===== src/rtl/nvm_pkg.sv =====
// nvm_pkg: shared NVM geometry, GC state encoding, flash command opcodes and GC defaults.
package nvm_pkg;

    localparam int BLOCK_W   = 10;
    localparam int PAGE_W    = 6;
    localparam int BLOCK_NUM = 1024;
    localparam int PAGE_NUM  = 64;

    localparam int GC_THRESHOLD_DEF = 16;

    localparam logic [1:0] OP_MOVE  = 2'b01;
    localparam logic [1:0] OP_ERASE = 2'b10;

    typedef enum logic [3:0] {
        IDLE       = 4'd0,
        INTERRUPT  = 4'd1,
        INI        = 4'd2,
        INI_DONE   = 4'd3,
        MOVE_START = 4'd4,
        FINISH     = 4'd5,
        ERASE      = 4'd6
    } gc_state_t;

    // Sub-steps of MOVE_START / ERASE: query the bitmap, look at the answer, hold a command.
    typedef enum logic [1:0] {
        PH_QUERY = 2'd0,
        PH_CHECK = 2'd1,
        PH_CMD   = 2'd2
    } gc_phase_t;

endpackage


===== src/rtl/gc_victim_scan.sv =====
// gc_victim_scan: sweeps the valid-count table and tracks the emptiest block.
//   clk, rst    : clock, async active-high reset
//   en          : high while the controller is in INI; low clears the scan
//   open_block  : block excluded from selection
//   vc_data     : valid count for the address driven on the previous cycle
//   vc_addr     : table read address (0 when not scanning)
//   min_cnt     : lowest count seen so far (PAGE_NUM when nothing qualified)
//   min_idx     : block holding min_cnt, lowest index on ties
//   done        : last table entry is being compared this cycle
module gc_victim_scan
    import nvm_pkg::*;
(
    input  logic               clk,
    input  logic               rst,
    input  logic               en,
    input  logic [BLOCK_W-1:0] open_block,
    input  logic [PAGE_W:0]    vc_data,
    output logic [BLOCK_W-1:0] vc_addr,
    output logic [PAGE_W:0]    min_cnt,
    output logic [BLOCK_W-1:0] min_idx,
    output logic               done
);
    logic [BLOCK_W:0]   addr_q, addr_d;
    logic [PAGE_W:0]    min_q, min_d;
    logic [BLOCK_W-1:0] idx_q, idx_d;
    logic [BLOCK_W-1:0] prev_addr;

    // vc_data always belongs to the address issued one cycle earlier.
    assign prev_addr = addr_q[BLOCK_W-1:0] - BLOCK_W'(1);
    assign vc_addr   = en ? addr_q[BLOCK_W-1:0] : '0;
    assign done      = addr_q == (BLOCK_W+1)'(BLOCK_NUM);
    assign min_cnt   = min_q;
    assign min_idx   = idx_q;

    always_comb begin
        addr_d = en ? addr_q + (BLOCK_W+1)'(1) : '0;
        min_d  = en ? min_q : (PAGE_W+1)'(PAGE_NUM);
        idx_d  = en ? idx_q : '0;
        // Strict less-than keeps the first (lowest-index) block on ties.
        if (en && addr_q != '0 && prev_addr != open_block && vc_data < min_q) begin
            min_d = vc_data;
            idx_d = prev_addr;
        end
    end

    always_ff @(posedge clk or posedge rst)
        if (rst) begin
            addr_q <= '0;
            min_q  <= (PAGE_W+1)'(PAGE_NUM);
            idx_q  <= '0;
        end else begin
            addr_q <= addr_d;
            min_q  <= min_d;
            idx_q  <= idx_d;
        end

endmodule


===== src/rtl/gc_ctrl.sv =====
// gc_ctrl: garbage-collection controller; picks the emptiest block, relocates its valid pages, erases it.
//   clk, rst             : clock, async active-high reset
//   free_blocks          : erased-block count; GC starts below GC_THRESHOLD
//   open_block           : host write block, never a victim
//   host_busy            : host flash traffic pending; GC yields between commands
//   vc_addr / vc_data    : valid-count table read (1-cycle latency)
//   pv_block, pv_page / pv_valid : page-valid bitmap query (1-cycle latency)
//   cmd_req, cmd_op, cmd_block, cmd_page / cmd_ack : command handshake to the flash controller
//   gc_active, gc_done, gc_fail, victim : status
module gc_ctrl
    import nvm_pkg::*;
#(
    parameter int GC_THRESHOLD = GC_THRESHOLD_DEF
) (
    input  logic               clk,
    input  logic               rst,
    input  logic [BLOCK_W:0]   free_blocks,
    input  logic [BLOCK_W-1:0] open_block,
    input  logic               host_busy,
    output logic [BLOCK_W-1:0] vc_addr,
    input  logic [PAGE_W:0]    vc_data,
    output logic [BLOCK_W-1:0] pv_block,
    output logic [PAGE_W-1:0]  pv_page,
    input  logic               pv_valid,
    output logic               cmd_req,
    output logic [1:0]         cmd_op,
    output logic [BLOCK_W-1:0] cmd_block,
    output logic [PAGE_W-1:0]  cmd_page,
    input  logic               cmd_ack,
    output logic               gc_active,
    output logic               gc_done,
    output logic               gc_fail,
    output logic [BLOCK_W-1:0] victim
);
    gc_state_t          state_q, state_d;
    gc_phase_t          phase_q, phase_d;
    logic [PAGE_W-1:0]  page_q, page_d;
    logic [BLOCK_W-1:0] victim_q, victim_d;
    logic               ret_erase_q, ret_erase_d;
    logic [PAGE_W:0]    min_cnt;
    logic [BLOCK_W-1:0] min_idx;
    logic               scan_done;
    logic               last_page;

    gc_victim_scan u_scan (
        .clk        (clk),
        .rst        (rst),
        .en         (state_q == INI),
        .open_block (open_block),
        .vc_data    (vc_data),
        .vc_addr    (vc_addr),
        .min_cnt    (min_cnt),
        .min_idx    (min_idx),
        .done       (scan_done)
    );

    assign last_page = page_q == PAGE_W'(PAGE_NUM - 1);
    assign gc_active = state_q != IDLE;
    assign victim    = victim_q;
    assign pv_block  = victim_q;
    assign pv_page   = page_q;
    assign cmd_block = cmd_req ? victim_q : '0;
    assign cmd_page  = (cmd_req && state_q == MOVE_START) ? page_q : '0;

    always_comb begin
        state_d     = state_q;
        phase_d     = phase_q;
        page_d      = page_q;
        victim_d    = victim_q;
        ret_erase_d = ret_erase_q;
        cmd_req     = 1'b0;
        cmd_op      = 2'b00;
        gc_done     = 1'b0;
        gc_fail     = 1'b0;
        case (state_q)
            IDLE:
                if (int'(free_blocks) < GC_THRESHOLD && !host_busy) state_d = INI;
            INI:
                if (scan_done) state_d = INI_DONE;
            INI_DONE: begin
                victim_d = min_idx;
                page_d   = '0;
                phase_d  = PH_QUERY;
                gc_fail  = min_cnt == (PAGE_W+1)'(PAGE_NUM);
                state_d  = gc_fail ? IDLE : MOVE_START;
            end
            MOVE_START:
                if (phase_q == PH_CMD) begin
                    cmd_req = 1'b1;
                    cmd_op  = OP_MOVE;
                    if (cmd_ack) begin
                        phase_d = PH_QUERY;
                        if (last_page) state_d = ERASE;
                        else begin
                            page_d      = page_q + PAGE_W'(1);
                            // Busy that arrived mid-handshake is honoured only now.
                            state_d     = host_busy ? INTERRUPT : MOVE_START;
                            ret_erase_d = 1'b0;
                        end
                    end
                end else if (host_busy) begin
                    state_d     = INTERRUPT;
                    phase_d     = PH_QUERY;
                    ret_erase_d = 1'b0;
                end else if (phase_q == PH_QUERY) phase_d = PH_CHECK;
                else if (pv_valid) phase_d = PH_CMD;
                else begin
                    phase_d = PH_QUERY;
                    if (last_page) state_d = ERASE;
                    else page_d = page_q + PAGE_W'(1);
                end
            ERASE:
                if (phase_q == PH_CMD) begin
                    cmd_req = 1'b1;
                    cmd_op  = OP_ERASE;
                    if (cmd_ack) begin
                        state_d = FINISH;
                        phase_d = PH_QUERY;
                    end
                end else if (host_busy) begin
                    state_d     = INTERRUPT;
                    ret_erase_d = 1'b1;
                end else phase_d = PH_CMD;
            INTERRUPT:
                if (!host_busy) state_d = ret_erase_q ? ERASE : MOVE_START;
            FINISH: begin
                gc_done = 1'b1;
                state_d = IDLE;
            end
            default:
                state_d = IDLE;
        endcase
    end

    always_ff @(posedge clk or posedge rst)
        if (rst) begin
            state_q     <= IDLE;
            phase_q     <= PH_QUERY;
            page_q      <= '0;
            victim_q    <= '0;
            ret_erase_q <= 1'b0;
        end else begin
            state_q     <= state_d;
            phase_q     <= phase_d;
            page_q      <= page_d;
            victim_q    <= victim_d;
            ret_erase_q <= ret_erase_d;
        end

endmodule


===== config.mk =====
export PLATFORM = sky130hd
export DESIGN_NAME = gc_ctrl
export DESIGN_NICKNAME = d
export VERILOG_FILES = /design/src/rtl/nvm_pkg.sv /design/src/rtl/gc_victim_scan.sv /design/src/rtl/gc_ctrl.sv
export SDC_FILE = /design/constraint.sdc
export NUM_CORES = 1
export LEC_CHECK = 0
export CORE_MARGIN = 3
export CORE_UTILIZATION = 50
export CTS_CLUSTER_SIZE = 16
export DETAILED_ROUTE_END_ITERATION = 7
export MAX_ROUTING_LAYER = met4
export PLACE_DENSITY = 0.83
export REMOVE_ABC_BUFFERS = 1
export SLEW_MARGIN = 10
export SYNTH_ARGS = -nofsm -noshare
export SYNTH_HDL_FRONTEND = slang
export SYNTH_SLANG_ARGS = --single-unit
export TNS_END_PERCENT = 100

===== constraint.sdc =====
create_clock -name clk -period 7.75 [get_ports clk]
set_clock_uncertainty 0.2 [all_clocks]
set_input_delay 0.775 -clock clk [delete_from_list [all_inputs] [get_ports clk]]
set_output_delay 0.775 -clock clk [all_outputs]
set_load 0.05 [all_outputs]

==> flow_metrics.py <==
metrics = {
    "sta": {
        "worstMarginPinSlew_ps": 1020,
        "fin_crit_ps": 3860,
        "setup_viol": 0,
        "fmax_mhz": 259,
        "slew_headroom": 0.316,
        "report.final.hold_viol_count": 0,
        "rsz0062_at_grt": "false",
        "tns_ps": 0,
        "drv_slew": 0,
        "finalCritPeriodShare": 0.498,
    },
    "floorplan": {
        "fp-row-count": 28,
        "die_h_um": 86.1,
        "io_pins": 91,
        "die-area_mm2": 0.00742,
        "die_x_um": 86.1,
        "core_mm2": 0.00606,
        "initial_core_util": 0.530,
    },
    "global_routing": {
        "grt.total_usage": 0.212,
        "antenna_found_initial": 0,
        "grt_max_degree": 51,
        "grt_pass1_vias": 2636,
        "grt_pass1_wl_mm": 12.3,
        "grt_overflow": 0,
    },
    "pwr": {
        "p_per_area_mw_per_mm2": 321,
        "ir_drop_uv": 201,
        "total_power_mw": 1.33,
        "power.leakage_nw": 1.85,
    },
    "route": {
        "drt_wl_total_mm": 7.43,
        "ant_nets": 0,
        "vias": 2686,
        "drtPass1Iterations": 4,
        "drt_iter0_drc": 95,
        "wire_per_inst_um": 15.3,
        "viasPerCell": 5.53,
        "drc_errors": 0,
    },
    "synthesis": {
        "synth_edf_count": 0,
        "synth_seq_cells": 50,
        "ys_types": 52,
        "ys_warn_count": 0,
        "syn_inst": 347,
        "syn-cell-area_mm2": 0.00321,
        "syn_avg_cell_area_um2": 9.25,
        "ys_seq_area_frac": 0.390,
        "async_reset_ff_frac": 1.00,
        "synth_top_flop_cell": "dfrtp_1",
    },
    "clock_tree": {
        "clockBufferDepth": 2,
        "cts_buffers": 5,
        "cts_setup_buffers": 0,
        "cts_hold_buf": 0,
        "cts-htree-levels": 2,
        "cts_tree": "done",
        "cts.sinks": 50,
        "clk_transition_reported_paths_ps": 90,
        "cts_resized": 0,
        "insertion_delay_ps": 300,
        "root_buffer": "clkbuf_8",
    },
    "placement": {
        "dp_hpwl_mm": 5.55,
        "routabilityCongestion": 0.875,
        "io_buffers": 86,
        "dp_cells": 478,
    },
    "setup_path": {
        "worst_setup_path_end_kind": "output port",
        "critical_path.max_fanout": 19,
        "cp.required_ps": 6780,
        "cp-start-kind": "flop",
        "path_class": "flop to output port",
        "crit_path_start": "state_q[2]",
        "rr_startpoint": "u_scan.addr_q[0]",
        "arrival_ps": 2880,
    },
    "layout": {
        "instances_no_fill": 486,
        "multi_input_area_mm2": 0.00173,
        "areaGrowthSynthToFinish_pct": 28.7,
        "diodes": 0,
        "layout_commonest_cell": "clkdlybuf4s50_1",
        "layout.nets": 452,
        "drive_gt1_frac": 0.0876,
        "layout_common_cells": "86 x clkdlybuf4s50_1, 49 x dfrtp_1, 34 x nor2_1, 26 x nand2_1, 17 x xnor2_1",
        "fillers": 483,
        "final-seq-area_mm2": 0.00125,
    },
    "worst_hold_path": {
        "hp-start": "u_scan.min_idx[8]",
        "hold_path_class": "flop to flop",
    },
    "status": {
        "status": "complete, no violations",
    },
    "job": {
        "maxCapViolations": 0,
    },
}
## power by group
part,internal (mW),leakage (nW),total [mW],switching (mW)
Sequential,0.325,0.674,0.404,0.0794
Combinational,0.290,1.12,0.749,0.459
Clock,0.0902,0.0575,0.173,0.0828
Total,0.705,1.85,1.33,0.621
## state kept, by name (all words and copies together) (netlist names)
register and count:
u_scan.addr_q 11, phase_q 2, ret_erase_q 1, state_q 3, pv_block 10, pv_page 6
u_scan.min_idx 10, u_scan.min_cnt 7
## critical path: stages (launching register included)
cell and delay [ps]:
dfrtp_1 700, or3b_2 570, nor2_1 320, and2_1 180
clkdlybuf4s50_1 800
## stage by stage
stage / hold slack [ps] / worst slack, ps / instance area (µm²) / util
global placement: 286 / 4260 / 4020 / 0.663
detailed placement: 293 / 4210 / 4020 / 0.663
floorplan: 279 / 4350 / 3040 / -
global route: 329 / 3700 / 4130 / 0.681
finish: 307 / 3890 / 4130 / 0.681
CTS: 312 / 3870 / 4130 / 0.681
## per-layer routing
metal | GRT usage | wire, µm
met2 | 0.356 | 3760
met5 | - | 0
met3 | 0.0394 | 398
met4 | 0.0345 | 42
met1 | 0.271 | 3230
## layout make-up
class | instances | share of cell area
Multi-Input combinational cell | 249 | 0.420
Inverter | 15 | 0.0136
Tap cell | 75 | 0.0227
Timing Repair Buffer | 89 | 0.214
Sequential cell | 50 | 0.303
Clock buffer | 8 | 0.0267
## synth_stat cells (10+ instances only)
cell | number | share of area
and3_1 | 15 | 0.029
xnor2_1 | 17 | 0.046
nand2_1 | 26 | 0.030
dfrtp_1 | 49 | 0.38
xor2_1 | 13 | 0.035
mux2_2 | 15 | 0.053
clkbuf_1 | 18 | 0.021
nor2_1 | 34 | 0.040
and2_1 | 16 | 0.031
mux2i_1 | 12 | 0.037
a21oi_1 | 11 | 0.017
buf_4 | 10 | 0.023
inv_1 | 15 | 0.018
## path summary, 6_finish.rpt
check	to	slack (ps)	depth (start not counted)
max	cmd_page[1]	3890	4
min	pv_block[8]	310	1
max reg2reg	u_scan.min_cnt[1]	4360	9
min reg2reg	pv_block[8]	310	1
max in group asynchronous	pv_block[2]	5870	2
min in group asynchronous	ret_erase_q	830	2
## logic make-up after synthesis
group                    count (synthesis)  synth area share
AO/OA/AOI/OAI                           43            0.0975
multiplexers                            28            0.0936
XOR/XNOR                                31            0.0889
AND/OR/NAND/NOR                        138             0.223
buffers and inverters                   48            0.0713
adder cells (fa/ha/maj)                  9            0.0351
flip-flops                              50             0.390
No activity file was read; power rests on OpenSTA's default activity.
